**src/rtl/paddle_input_stage.sv**
```systemverilog
// Per-player input conditioner: delay pipe, playfield clamp, frame-latched outputs at vblank start.
// Optional PADDLE_SLEW_EN limits per-frame paddle movement to MAX_STEP after the first latch.

module paddle_input_chan #(
    parameter int WIDTH   = 12,
    parameter int DEPTH   = 2,
    parameter int MAX_POS = 767
`ifdef PADDLE_SLEW_EN
    ,
    parameter int MAX_STEP = 16
`endif
) (
    input  logic             i_clk,
    input  logic             i_rst_n,
    input  logic [WIDTH-1:0] i_pos,
    input  logic             i_btn,
    input  logic             i_latch,
`ifdef PADDLE_SLEW_EN
    input  logic             i_valid,
`endif
    output logic [WIDTH-1:0] o_pos,
    output logic             o_btn,
    output logic             o_press
);
    localparam logic [WIDTH-1:0] LP_MAX_POS = WIDTH'(MAX_POS);

    logic [DEPTH-1:0][WIDTH-1:0] r_pos_pipe;
    logic [DEPTH-1:0]            r_btn_pipe;
    logic [WIDTH-1:0]            r_pos;
    logic                        r_btn;
    logic                        r_press;
    logic [WIDTH-1:0]            w_tap;
    logic [WIDTH-1:0]            w_target;
    logic [WIDTH-1:0]            w_next;

    assign w_tap    = r_pos_pipe[DEPTH-1];
    assign w_target = (w_tap > LP_MAX_POS) ? LP_MAX_POS : w_tap;

`ifdef PADDLE_SLEW_EN
    localparam logic signed [WIDTH:0] LP_STEP = (WIDTH+1)'(MAX_STEP);
    logic signed [WIDTH:0] w_diff;

    // Both operands zero-extended, so the signed difference cannot overflow.
    assign w_diff = $signed({1'b0, w_target}) - $signed({1'b0, r_pos});

    always_comb begin
        w_next = w_target;
        if (i_valid) begin
            if (w_diff > LP_STEP)
                w_next = r_pos + WIDTH'(MAX_STEP);
            else if (w_diff < -LP_STEP)
                w_next = r_pos - WIDTH'(MAX_STEP);
        end
    end
`else
    assign w_next = w_target;
`endif

    always_ff @(posedge i_clk or negedge i_rst_n) begin
        if (!i_rst_n) begin
            r_pos_pipe <= '0;
            r_btn_pipe <= '0;
            r_pos      <= '0;
            r_btn      <= 1'b0;
            r_press    <= 1'b0;
        end else begin
            r_pos_pipe[0] <= i_pos;
            r_btn_pipe[0] <= i_btn;
            for (int i = 1; i < DEPTH; i++) begin
                r_pos_pipe[i] <= r_pos_pipe[i-1];
                r_btn_pipe[i] <= r_btn_pipe[i-1];
            end
            r_press <= 1'b0;
            if (i_latch) begin
                r_pos   <= w_next;
                r_btn   <= r_btn_pipe[DEPTH-1];
                r_press <= r_btn_pipe[DEPTH-1] & ~r_btn;
            end
        end
    end

    assign o_pos   = r_pos;
    assign o_btn   = r_btn;
    assign o_press = r_press;
endmodule

module paddle_input_stage #(
    parameter int CHANNELS = 2,
    parameter int WIDTH    = 12,
    parameter int DEPTH    = 2,
    parameter int MAX_POS  = 767,
    parameter int MAX_STEP = 16
) (
    input  logic                      i_clk,
    input  logic                      i_rst_n,
    input  logic [CHANNELS*WIDTH-1:0] i_pos_in,
    input  logic [CHANNELS-1:0]       i_btn_in,
    input  logic                      i_vblnk_in,
    output logic [CHANNELS*WIDTH-1:0] o_pos_out,
    output logic [CHANNELS-1:0]       o_btn_out,
    output logic [CHANNELS-1:0]       o_btn_press,
    output logic                      o_frame_tick,
    output logic                      o_valid
);
    if (CHANNELS < 1 || DEPTH < 1 || MAX_STEP < 1) begin : g_param_err
        $error("paddle_input_stage: CHANNELS, DEPTH and MAX_STEP must be >= 1");
    end

    logic r_vblnk_prev;
    logic r_frame_tick;
    logic r_valid;
    logic w_latch;

    assign w_latch = i_vblnk_in & ~r_vblnk_prev;

    // vblnk_prev resets high so a vblank already in progress at release is not latched.
    always_ff @(posedge i_clk or negedge i_rst_n) begin
        if (!i_rst_n) begin
            r_vblnk_prev <= 1'b1;
            r_frame_tick <= 1'b0;
            r_valid      <= 1'b0;
        end else begin
            r_vblnk_prev <= i_vblnk_in;
            r_frame_tick <= w_latch;
            r_valid      <= r_valid | w_latch;
        end
    end

    for (genvar c = 0; c < CHANNELS; c++) begin : g_chan
        paddle_input_chan #(
            .WIDTH   (WIDTH),
            .DEPTH   (DEPTH),
            .MAX_POS (MAX_POS)
`ifdef PADDLE_SLEW_EN
            ,
            .MAX_STEP(MAX_STEP)
`endif
        ) u_chan (
            .i_clk   (i_clk),
            .i_rst_n (i_rst_n),
            .i_pos   (i_pos_in[c*WIDTH +: WIDTH]),
            .i_btn   (i_btn_in[c]),
            .i_latch (w_latch),
`ifdef PADDLE_SLEW_EN
            .i_valid (r_valid),
`endif
            .o_pos   (o_pos_out[c*WIDTH +: WIDTH]),
            .o_btn   (o_btn_out[c]),
            .o_press (o_btn_press[c])
        );
    end

    assign o_frame_tick = r_frame_tick;
    assign o_valid      = r_valid;
endmodule

```
**config.mk**
```make
export PLATFORM = sky130hd
export DESIGN_NAME = paddle_input_stage
export DESIGN_NICKNAME = d
export VERILOG_FILES = /design/src/rtl/paddle_input_stage.sv
export SDC_FILE = /design/constraint.sdc
export NUM_CORES = 1
export LEC_CHECK = 0
export BUFFER_PORTS_ARGS = -buffer_cell sky130_fd_sc_hd__buf_2
export CAP_MARGIN = 0
export CORE_MARGIN = 2
export CORE_UTILIZATION = 52
export CTS_CLUSTER_DIAMETER = 30
export DETAILED_ROUTE_END_ITERATION = 6
export GPL_ROUTABILITY_DRIVEN = 0
export HOLD_SLACK_MARGIN = 0.06
export PLACE_DENSITY = 0.88
export SLEW_MARGIN = 5
export SYNTH_ARGS = -nofsm -noshare
export SYNTH_HDL_FRONTEND = slang
export SYNTH_HIERARCHICAL = 1
export SYNTH_SLANG_ARGS = --single-unit
```
**constraint.sdc**
```tcl
create_clock -name i_clk -period 1.3 [get_ports i_clk]
set_input_delay 0.325 -clock i_clk [delete_from_list [all_inputs] [get_ports i_clk]]
set_output_delay 0.325 -clock i_clk [all_outputs]
set_load 0.02 [all_outputs]
```
==> results of run 1 <==
-- cell families after synthesis --
| kind of cell | after synthesis | synth area share (%) |
|---|---|---|
| buffers and inverters | 22 | 4.16 |
| AO/OA/AOI/OAI | 22 | 7.03 |
| AND/OR/NAND/NOR | 36 | 6.63 |
| flip-flops | 83 | 82.2 |
-- area by class of cell --
cell class	count	share of cell area [%]
flip-flops and latches	83	65.4
repair buffers	64	11.9
multi-input cells	58	10.9
clock buffers	11	4.45
clock inverters	5	3.15
inverters	18	2.13
well taps	54	2.13
-- stage by stage --
step	total power [W]	area, sq um
CTS	0.00532	3180
global placement	0.00315	2930
global route	0.00547	3180
finish	0.00525	3180
detailed placement	0.00317	2930
floorplan	0.00297	2530
-- final timing paths --
kind	endpoint
worst max-delay path	o_pos_out[3]
worst min-delay path	g_chan[1].u_chan/r_pos_pipe[8]
worst max register to register	g_chan[0].u_chan/o_pos[1]
worst min register to register	g_chan[0].u_chan/w_tap[4]
max in group asynchronous	r_vblnk_prev
min in group asynchronous	g_chan[1].u_chan/r_pos_pipe[4]
-- state kept, by name, indices dropped and copies added, names as in the netlist --
signal,cells
g_chan.u_chan/o_pos,24
g_chan.u_chan/r_pos_pipe,24
g_chan.u_chan/w_tap,24
g_chan.u_chan/r_btn_pipe,4
g_chan.u_chan/o_btn,2
g_chan.u_chan/o_press,2
o_frame_tick,1
o_valid,1
r_vblnk_prev,1
-- where the power goes --
group / internal [W] / switching, W / total (W) / leakage, nW
Clock: 0.00132 / 0.000811 / 0.00213 / 0.123
Sequential: 0.00272 / 0.0000567 / 0.00277 / 0.941
Combinational: 0.000128 / 0.000219 / 0.000347 / 0.478
Total: 0.00417 / 0.00109 / 0.00525 / 1.54
-- cell usage after synthesis --
master | instances | area (sq um)
a41oi_1 | 16 | 140
a21oi_1 | 2 | 10.0
nor2b_4 | 1 | 13.8
inv_1 | 18 | 67.6
a31o_2 | 2 | 17.5
buf_6 | 2 | 22.5
nor2_1 | 22 | 82.6
nor3_1 | 2 | 10.0
o21ai_0 | 2 | 10.0
nand2_1 | 4 | 15.0
dfrtp_1 | 82 | 2050
nor2b_1 | 4 | 25.0
buf_4 | 2 | 15.0
dfstp_2 | 1 | 26.3
or2_1 | 1 | 6.26
and2b_1 | 2 | 15.0
-- per-layer routing --
metal	up-vias	track usage, %	part of all wire, %
met5	-	0	0
li1	678	-	-
met3	8	7.96	5.5
met2	48	24.7	52
met4	0	7.68	2.2
met1	724	21.7	40
==> results summary, run 1 <==
The most common cell after layout, fill and taps aside is dfrtp_1. The layout cell share with drive strength beyond 1 is between 30 and 40%. At the pin with the least slew margin, the transition time is a little under 0.5 ns. The die is 73.7 um tall. In this run the tool buffered the top-level ports with 58 buffer cells. The worst setup path is captured at an output port.

Setup violations remaining at the end of the flow were counted as 0. Pin placement for this block handled 59 I/O pins. The number of flip-flops and latches in the synthesized netlist came out at 83. The synthesized netlist cell count came out at ~160. On the critical path the largest part of the delay comes from flip-flops. Setup repair after global routing left no endpoint under its margin. The post-synthesis cell area came out at around 0.0025 sq mm. The run finished with clean final reports. In the post-route analysis, the smallest setup slack over all paths is 0.0613 ns. Together, buffers and inverters on the worst path number 1. The worst setup path category is flip-flop to output port.

The max-slew violation count was 0. The depth of the most critical reg-to-reg path is 2. The sequential cell area came out at a little over 0.002 sq mm. The count of cells in the finished layout, fillers not included, comes to between 200 and 300. After routing, the total negative slack on setup checks comes to 0 ns. Row generation in the floorplan step produced 25 rows. Yosys printed 6 warnings. The peak supply drop came out at between 1 and 1.5 mV.

After detailed routing, the average wire length per cell comes to 13.8 um. The required time at the endpoint of the critical path came out at about 0.98 ns. The signal on the critical path passes through buf_2.

The starting density of the core is around 54%. After synthesis, the mean cell area works out to 15.5 sq um. The share of the core filled with cells came out at 67.7%. The cell leakage power is approximately 1.5 nW. The buffer count from post-CTS setup fixing came out at 0. The post-detailed-placement half-perimeter wirelength is between 2000 and 3000 um. The min-delay analysis places its worst path in the category input pin to flip-flop. The area of combinational cells with multiple inputs is roughly 350 sq um.

Post-CTS repair changed the size of 0 cells. Counting every net in the synthesized netlist gives between 150 and 200. The number of global-route vias before repair was approximately 1.4k. The count of nets after finishing came out at around 260.

The count of endpoints failing hold in the final timing report came to 0. The number of optimization iterations in the first detailed-route pass is 4. Headroom to the max-slew limit came out at 67.8%.

The clock-pin slew on the worst setup and hold paths is ~0.07 ns. The clock tree buffer depth came out at 2. Clock tree synthesis found a total of 83 sinks. The DRC violation count after routing came out at 0. The detail-routed via count per cell came out at roughly 5. The source of the worst register-to-register timing path is g_chan[0].u_chan/w_tap[11]. In this run the worst path has a maximum fanout of 2.

Counting distinct cell types in the post-synthesis netlist gives 16. The clock skew came out at between 0.006 and 0.007 ns. The number of clock buffers added by TritonCTS is 9.

The final critical path takes up between 90% and 100% of the cycle. The placed instance count is roughly 280. The number of buffers added to fix hold violations after cts came out at 1. The area added between synthesis and finish is 25.7%.

The horizontal extent of the die is 73.7 um. The placeable core area came out at 0.00469 sq mm. The post-detailed-route count of antenna-violating nets came out at 0. The number of max-cap violations came out at 0.

The register-to-register setup slack is 0.18 ns. The number of antenna diodes in the final layout is 0. The depth of the critical timing path with buffers and inverters included is 1. The number of violations reported at the end of detailed-routing iteration 0 came out at slightly below 100. The H-tree generated during clock tree synthesis spans 3 levels. The final period demand of the worst path came out at 1.24 ns. For this run, the slowest stage of the critical path takes about 0.40 ns.

The worst-case hold slack is approximately 0.084 ns. The worst endpoint data arrival time came out at a little over 0.9 ns. The number of antenna violations at the first check in global routing is 0.

The critical path starts at g_chan[0].u_chan/o_pos[3]. The portion of the post-synthesis area used by sequential elements came out at 82.2%. The first global-routing pass estimated around 6500 um of wire. The largest individual stage delay along the critical path comes from the cell dfrtp_1. TritonCTS built the clock tree.

The critical path startpoint category is a flip-flop. The insertion delay to the later sink of the worst-skew pair came out at 0.34 ns. The cell at the root of the clock tree is clkbuf_8. The total via count after detailed routing is around 1.5k. The total die area is between 0.005 and 0.006 sq mm.

The worst hold path depth is 1. Entering global routing, the biggest net connects 52 pins. Global routing used ~17% of the available tracks across all layers.

The power density relative to cell area came out at about 1700 mW/mm^2. Wires add up to 4060 um. The worst setup timing slack at the placement stage came out at roughly 0.12 ns.

Leaving out fill and tap cells, the most frequent cells in the layout are dfrtp_1 (82), buf_2 (57), nor2_1 (22). The filler cells instantiated in the layout total about 330. The worst hold path begins at i_pos_in[20].

For this run the aggregate overflow at the end of global routing stands at 0. The fmax came out at about 0.8 GHz.
Note: power is estimated with default switching activity, not from simulation.
==> run 2, diff against run 1 <==
clock period = 1.4 ns   (was 1.3 ns; I/O delays follow)
==> run 2 against run 1 <==
  * Core utilization shrank 1.6 points
  * Flip-flop and latch count did not move
  * Non-clock buffer count is 1 lower
  * First-iteration DRC count is 9.1% lower
  * Wire length fell by 3.0%
  * Sequential power is 7% lower
  * Via count down 1.3%
  * Combinational power fell by 10%
  * Critical path type unchanged
  * Largest cell class unchanged
==> results summary, run 2 (synthesis gave the netlist of run 1 again) <==
The worst hold path depth is 1 (unchanged). The insertion delay to the later sink of the worst-skew pair came out at 0.33 ns (was 0.34 ns). The combined global-route utilization of all metal layers is 16.5% (was 16.9%).

The cell leakage power was 1.51 nW (was 1.54 nW). The final-layout setup total negative slack came to 0 ns (unchanged). The number of max-cap violations is 0 (unchanged). The dominant delay contributor by cell family on the critical path is flip-flops (unchanged).

The total die area came to 0.00544 sq mm (unchanged). Outcome: finished, final reports clean (unchanged). The area added between synthesis and finish came to 22.8% (was 25.7%). The clock skew was 0.00473 ns (was 0.00609 ns). The fill cell total of the finished layout came out at 349 (was 326). The count of nets after finishing is 262 (was 263). The final instance area was 0.00310 sq mm (was 0.00318 sq mm). The DRC violation count after routing came out at 0 (unchanged).

The detail-routed via count per cell came out at 4.93 (was 4.98). The buffer count from post-CTS setup fixing is 0 (unchanged). The routed wire length per instance is 13.5 um (was 13.8 um). The non-filler instance count after layout came to 292 (was 293).

The source of the worst register-to-register timing path is g_chan[1].u_chan/w_tap[11] (was g_chan[0].u_chan/w_tap[11]). The number of global-route vias before repair came to 1,382 (was 1,368). The post-cts sizing count was 0 (unchanged). The count of input and output buffers came to 58 (unchanged). The depth of the most critical reg-to-reg path is 2 (unchanged). The worst endpoint data arrival time came out at 0.90 ns (was 0.91 ns).

The slew at the pin closest to its max-slew limit is 0.538 ns (was 0.482 ns). The startpoint of the tightest hold check path was i_pos_in[19] (was i_pos_in[20]). The power density relative to cell area came to 1450 mW/mm^2 (was 1650 mW/mm^2). The top-level port count is 59 (unchanged). The number of clock sinks is 83 (unchanged). The placeable core area is 0.00469 sq mm (unchanged).

CP Cell Sequence: buf_2 (unchanged). For this run, the top clock speed supported by timing is ~0.80 GHz. The number of optimization iterations in the first detailed-route pass is 4 (unchanged). The post-detailed-placement half-perimeter wirelength is 2740 um (was 2680 um). The number of buffers added to fix hold violations after cts is 1 (unchanged).

The maximum number of pins on one net before global-route repair is 51 (was 52). The cell at the root of the clock tree is clkbuf_8 (unchanged). The number of failing setup endpoints in the final timing report came out at 0 (unchanged). The count of endpoints failing hold in the final timing report came out at 0 (unchanged).

The kind of end point of the critical path is an output port (unchanged). The class of the worst hold path was input pin to flip-flop (unchanged). Unrepaired setup endpoints after global routing: no (unchanged). The post-detailed-route count of antenna-violating nets is 0 (unchanged). The die height is 73.7 um (unchanged). The placed standard-cell area came out at 0.00291 sq mm (was 0.00293 sq mm). The critical path startpoint category is a flip-flop (unchanged). The required time at the endpoint of the critical path came out at 1.05 ns (was 0.98 ns). The final period demand of the worst path came out at between 1 and 1.5 ns. The delay of the slowest critical-path stage is 0.40 ns (about the same).

The cell row count is 25 (unchanged). The total CTS buffers is 9 (unchanged). The clock-pin slew on the worst setup and hold paths is 0.07 ns (about the same). The total via count after detailed routing came out at 1,439 (was 1,458). The max-slew violation count is 0 (unchanged).

After layout, the worst path uses between 80% and 90% of the clock period. The biggest fanout along the worst timing path is 2 (unchanged). The total congestion overflow after global routing came to 0 (unchanged). The peak supply drop came out at 0.854 mV (was 1.38 mV). The end of the worst register-to-register path is g_chan[1].u_chan/o_pos[1] (was g_chan[0].u_chan/o_pos[1]). The buffering stage count on the worst path with inverters included is 1 (unchanged). The CTS tree was done (unchanged). The worst setup path category is flip-flop to output port (unchanged). The endpoint of the worst hold-timing path was g_chan[1].u_chan/r_pos_pipe[7] (was g_chan[1].u_chan/r_pos_pipe[8]).

The starting density of the core came to 53.9% (unchanged). The horizontal extent of the die is 73.7 um (unchanged). The global-route wire length before repair is 6320 um (was 6490 um). The number of antenna violations at the first check in global routing is 0 (unchanged). The total routed wirelength came out at 3940 um (was 4060 um). The most common cell after layout, fill and taps aside was dfrtp_1 (unchanged).

Most frequent cells in the layout: dfrtp_1 (82), buf_2 (57), nor2_1 (22) (unchanged). The number of violations reported at the end of detailed-routing iteration 0 is 90 (was 99). The CTS H-tree depth came out at 3 (unchanged). The register-to-register setup slack is 0.23 ns (was 0.18 ns). The tightest slew margin relative to the limit came out at 64.0% (was 67.8%). The critical-path cell with the highest stage delay is dfrtp_1 (unchanged). The layout cell share with drive strength beyond 1 is 32.8% (was 34.3%).

The placed instance count came to 275 (was 276). The clock tree buffer depth is 2 (unchanged). The count of inserted antenna diode cells is 0 (unchanged).
run 2: cell types whose count changed in the layout (fill, tap and decap cells not counted):
cell       previous run  this run
buf_12                3         2
bufinv_16             3         1
clkinv_2              2         1
clkbuf_1              1         4
run 2: layout make-up:
| cell class | count | area, sq um | share of cell area, % |
|---|---|---|---|
| inverters | 18 | 67.6 | 2.18 |
| flip-flops and latches | 83 | 2080 | 66.9 |
| clock buffers | 14 | 153 | 4.92 |
| repair buffers | 63 | 358 | 11.5 |
| multi-input cells | 58 | 345 | 11.1 |
| clock inverters | 2 | 35.0 | 1.13 |
| well taps | 54 | 67.6 | 2.18 |
run 2: worst max-delay path by stage:
stage | cells past startpoint | start | end
2_1_floorplan | 3 | i_vblnk_in | g_chan[0].u_chan/o_pos[2]
3_3_place_gp | 5 | i_vblnk_in | g_chan[1].u_chan/o_pos[8]
3_5_place_dp | 5 | i_vblnk_in | g_chan[0].u_chan/o_pos[8]
4_1_cts | 1 | g_chan[0].u_chan/o_btn | o_btn_out[0]
5_1_grt | 2 | g_chan[1].u_chan/w_tap[10] | g_chan[1].u_chan/o_pos[1]
6_report | 1 | g_chan[0].u_chan/o_pos[5] | o_pos_out[5]
run 2: per-stage QoR:
step | hold slack (ns) | total power, W | util [%] | setup slack, ns
after floorplan | 0.0544 | 0.00276 | - | 0.361
after global routing | 0.0872 | 0.00470 | 66.2 | 0.110
after global placement | 0.284 | 0.00292 | 61.9 | 0.207
after CTS | 0.0994 | 0.00454 | 66.2 | 0.127
final | 0.116 | 0.00449 | 66.2 | 0.154
after detailed placement | 0.291 | 0.00294 | 61.9 | 0.168
run 2: power by group:
group / internal, W / total (W) / switching (W)
Combinational: 0.000113 / 0.000312 / 0.000200
Clock: 0.000874 / 0.00160 / 0.000726
Sequential: 0.00252 / 0.00258 / 0.0000532
Total: 0.00351 / 0.00449 / 0.000979
run 2: routing by layer:
layer | vias to the layer above | GRT usage, % | share of wire (%) | routed length [um]
met5 | - | 0 | 0 | 0
met3 | 9 | 4.80 | 4.8 | 189
met4 | 0 | 11.9 | 2.1 | 82
met1 | 710 | 20.7 | 42 | 1660
li1 | 678 | - | - | -
met2 | 42 | 24.6 | 51 | 2000
==> run 3, diff against run 2 <==
CORE_UTILIZATION = 55   (was 52)
PLACE_DENSITY = 0.91   (was 0.88)
clock period = 1.61 ns   (was 1.4 ns; I/O delays follow)
==> run 3 against run 2 <==
  * Combinational power is 11% lower
  * Final area grew 1.4%
  * Power fell by 7.9%
  * Clock skew is 0.0023 ns higher
  * Core utilization rose by 5.6 points
  * Sequential power shrank 13%
  * Non-clock buffer count fell by 1
  * Critical endpoint is now o_pos_out[20]
  * Wire length is 2.3% higher
  * Count of clock-buffer cells in the layout down 2
  * Die area is 5.2% lower
  * Final cell count is 1.0% lower
==> results summary, run 3 (synthesis gave the netlist of run 1 again) <==
The final-layout setup total negative slack was 0 ns (unchanged). The number of max-cap violations is 0 (unchanged). The required time at the endpoint of the critical path is 1.21 ns (was 1.05 ns).

CP Cell Sequence: buf_2 (unchanged). The post-detailed-route count of antenna-violating nets came out at 0 (unchanged). Unrepaired setup endpoints after global routing: no (unchanged). The number of failing setup endpoints in the final timing report is 0 (unchanged). The count of nets after finishing came out at 261 (was 262). The sequential cell area is 0.00208 sq mm (unchanged). The final period demand of the worst path came out at 1.30 ns. The amount of wire on met2 after detailed routing is 2120 um (was 2000 um). The area added between synthesis and finish is 24.4% (was 22.8%). Most frequent cells in the layout: dfrtp_1 (82), buf_2 (57), nor2_1 (22) (unchanged).

The total die area came to 0.00516 sq mm (was 0.00544 sq mm). Outcome: finished, final reports clean (unchanged). The DRC violation count after routing was 0 (unchanged). The placed standard-cell area was 0.00291 sq mm (about the same). The clock-pin slew on the worst setup and hold paths was 0.08 ns (was 0.07 ns). The total via count after detailed routing is 1,428 (was 1,439). The biggest fanout along the worst timing path came to 2 (unchanged). The routed wire length per instance is 13.9 um (was 13.5 um). The delay of the slowest critical-path stage was 0.40 ns (about the same).

The placeable core area came out at 0.00438 sq mm (was 0.00469 sq mm). The CTS H-tree depth is 3 (unchanged). The detailed-routed wire length on met3 came out at 224 um (was 189 um).

The peak supply drop was 0.954 mV (was 0.854 mV). The cell leakage power is 1.52 nW (was 1.51 nW). The final instance area is 0.00315 sq mm (was 0.00310 sq mm). The worst endpoint data arrival time came out at 0.90 ns (about the same). The critical path startpoint category is a flip-flop (unchanged). The maximum number of pins on one net before global-route repair came out at 51 (unchanged). The post-cts sizing count was 0 (unchanged). The top-level port count came to 59 (unchanged). The fill cell total of the finished layout is 301 (was 349). The critical-path cell with the highest stage delay was dfrtp_1 (unchanged). The buffer count from post-CTS setup fixing is 0 (unchanged). The post-layout worst setup margin came out at 0.312 ns (was 0.154 ns). The cell at the root of the clock tree is clkbuf_8 (unchanged).

The CTS tree is done (unchanged). The number of optimization iterations in the first detailed-route pass is 4 (unchanged). In the finished design, the share of the clock period the worst path needs comes to approximately four fifths. The max-slew violation count is 0 (unchanged). The slew at the pin closest to its max-slew limit came to 0.592 ns (was 0.538 ns).

The buffering stage count on the worst path with inverters included came out at 1 (unchanged). The global-route wire length before repair came to 6890 um (was 6320 um). The power density relative to cell area came out at 1310 mW/mm^2 (was 1450 mW/mm^2). The combined global-route utilization of all metal layers is 18.5% (was 16.5%). The total congestion overflow after global routing came out at 0 (unchanged). The number of violations reported at the end of detailed-routing iteration 0 is 68 (was 90). The class of the worst hold path is input pin to flip-flop (unchanged). The layout cell share with drive strength beyond 1 came out at 33.8% (was 32.8%). Timing would allow up to approximately 0.77 GHz.

The insertion delay to the later sink of the worst-skew pair is 0.34 ns (was 0.33 ns). The die height came out at 71.8 um (was 73.7 um). The worst setup path category is flip-flop to output port (unchanged).

The dominant delay contributor by cell family on the critical path is flip-flops (unchanged). The starting density of the core is 57.7% (was 53.9%). The most common cell after layout, fill and taps aside is dfrtp_1 (unchanged). The count of input and output buffers came out at 58 (unchanged). The area of combinational cells with multiple inputs came out at 345 sq um (unchanged). The kind of end point of the critical path is an output port (unchanged). The worst setup timing slack at the placement stage is 0.314 ns (was 0.168 ns). The number of antenna violations at the first check in global routing came out at 0 (unchanged). The post-detailed-placement half-perimeter wirelength came out at 2770 um (was 2740 um). The clock skew was 0.00699 ns (was 0.00473 ns). The highest metal layer used by the detailed router is met4 (unchanged). The tightest slew margin relative to the limit came out at 60.4% (was 64.0%). The horizontal extent of the die is 71.8 um (was 73.7 um). The detail-routed via count per cell came to 4.94 (was 4.93). The cell row count was 24 (was 25). The routed length on met1 is 1620 um (was 1660 um). The total routed wirelength came to 4030 um (was 3940 um). The count of inserted antenna diode cells is 0 (unchanged). The total CTS buffers came out at 9 (unchanged). The number of global-route vias before repair is 1,429 (was 1,382). The clock tree buffer depth is 2 (unchanged). The number of clock sinks came out at 83 (unchanged). The count of endpoints failing hold in the final timing report came out at 0 (unchanged).
-- run 3: changes by cell type in the layout (fill, tap and decap cells not counted) --
cell        delta
clkbuf_1       -3
buf_4          -2
buf_12         +1
bufinv_16      +1
clkbuf_8       +1
clkinvlp_4     +1
-- run 3: path summary, 6_finish.rpt --
kind                                                  from                         endpoint  slack, ns  cells past startpoint
min                                           i_pos_in[12]   g_chan[1].u_chan/r_pos_pipe[0]       0.17                      1
min in group asynchronous                          i_rst_n  g_chan[1].u_chan/r_pos_pipe[11]       0.54                      2
max in group asynchronous                          i_rst_n                     r_vblnk_prev       0.53                      3
min reg2reg                g_chan[1].u_chan/r_pos_pipe[10]       g_chan[1].u_chan/w_tap[10]       0.34                      0
max reg2reg                     g_chan[1].u_chan/w_tap[11]        g_chan[1].u_chan/o_pos[1]       0.36                      2
max                              g_chan[1].u_chan/o_pos[8]                    o_pos_out[20]       0.31                      1
-- run 3: cell type report --
type                    instances  area share, %
well taps                      52           2.07
inverters                      18           2.15
flip-flops and latches         83           66.0
clock buffers                  12           4.93
repair buffers                 62           11.5
multi-input cells              58           11.0
clock inverters                 4           2.31
-- run 3: metal layers --
layer,global-route usage [%],vias to the layer above
met4,9.43,0
met3,7.17,4
met5,0,-
met2,27.4,43
li1,-,672
met1,24.2,709
-- run 3: power by group --
part	switching, W	internal [W]
Sequential	0.0000435	0.00219
Combinational	0.000178	0.0000996
Clock	0.000664	0.000956
Total	0.000885	0.00325
-- run 3: timing repair --
action                                  in CTS  in global routing
endpoints found under the hold margin       30                  0
endpoints found under the setup margin       0                  0
hold buffers                                 1                  0
-- run 3: metrics by stage --
| step | hold WS (ns) | std cells | util, % | total power, W |
|---|---|---|---|---|
| after global routing | 0.135 | 289 | 71.8 | 0.00432 |
| after detailed placement | 0.335 | 272 | 66.4 | 0.00256 |
| final | 0.167 | 289 | 71.8 | 0.00413 |
| after CTS | 0.148 | 289 | 71.8 | 0.00418 |
| after floorplan | 0.107 | 163 | - | 0.00240 |
| after global placement | 0.332 | 272 | 66.4 | 0.00254 |
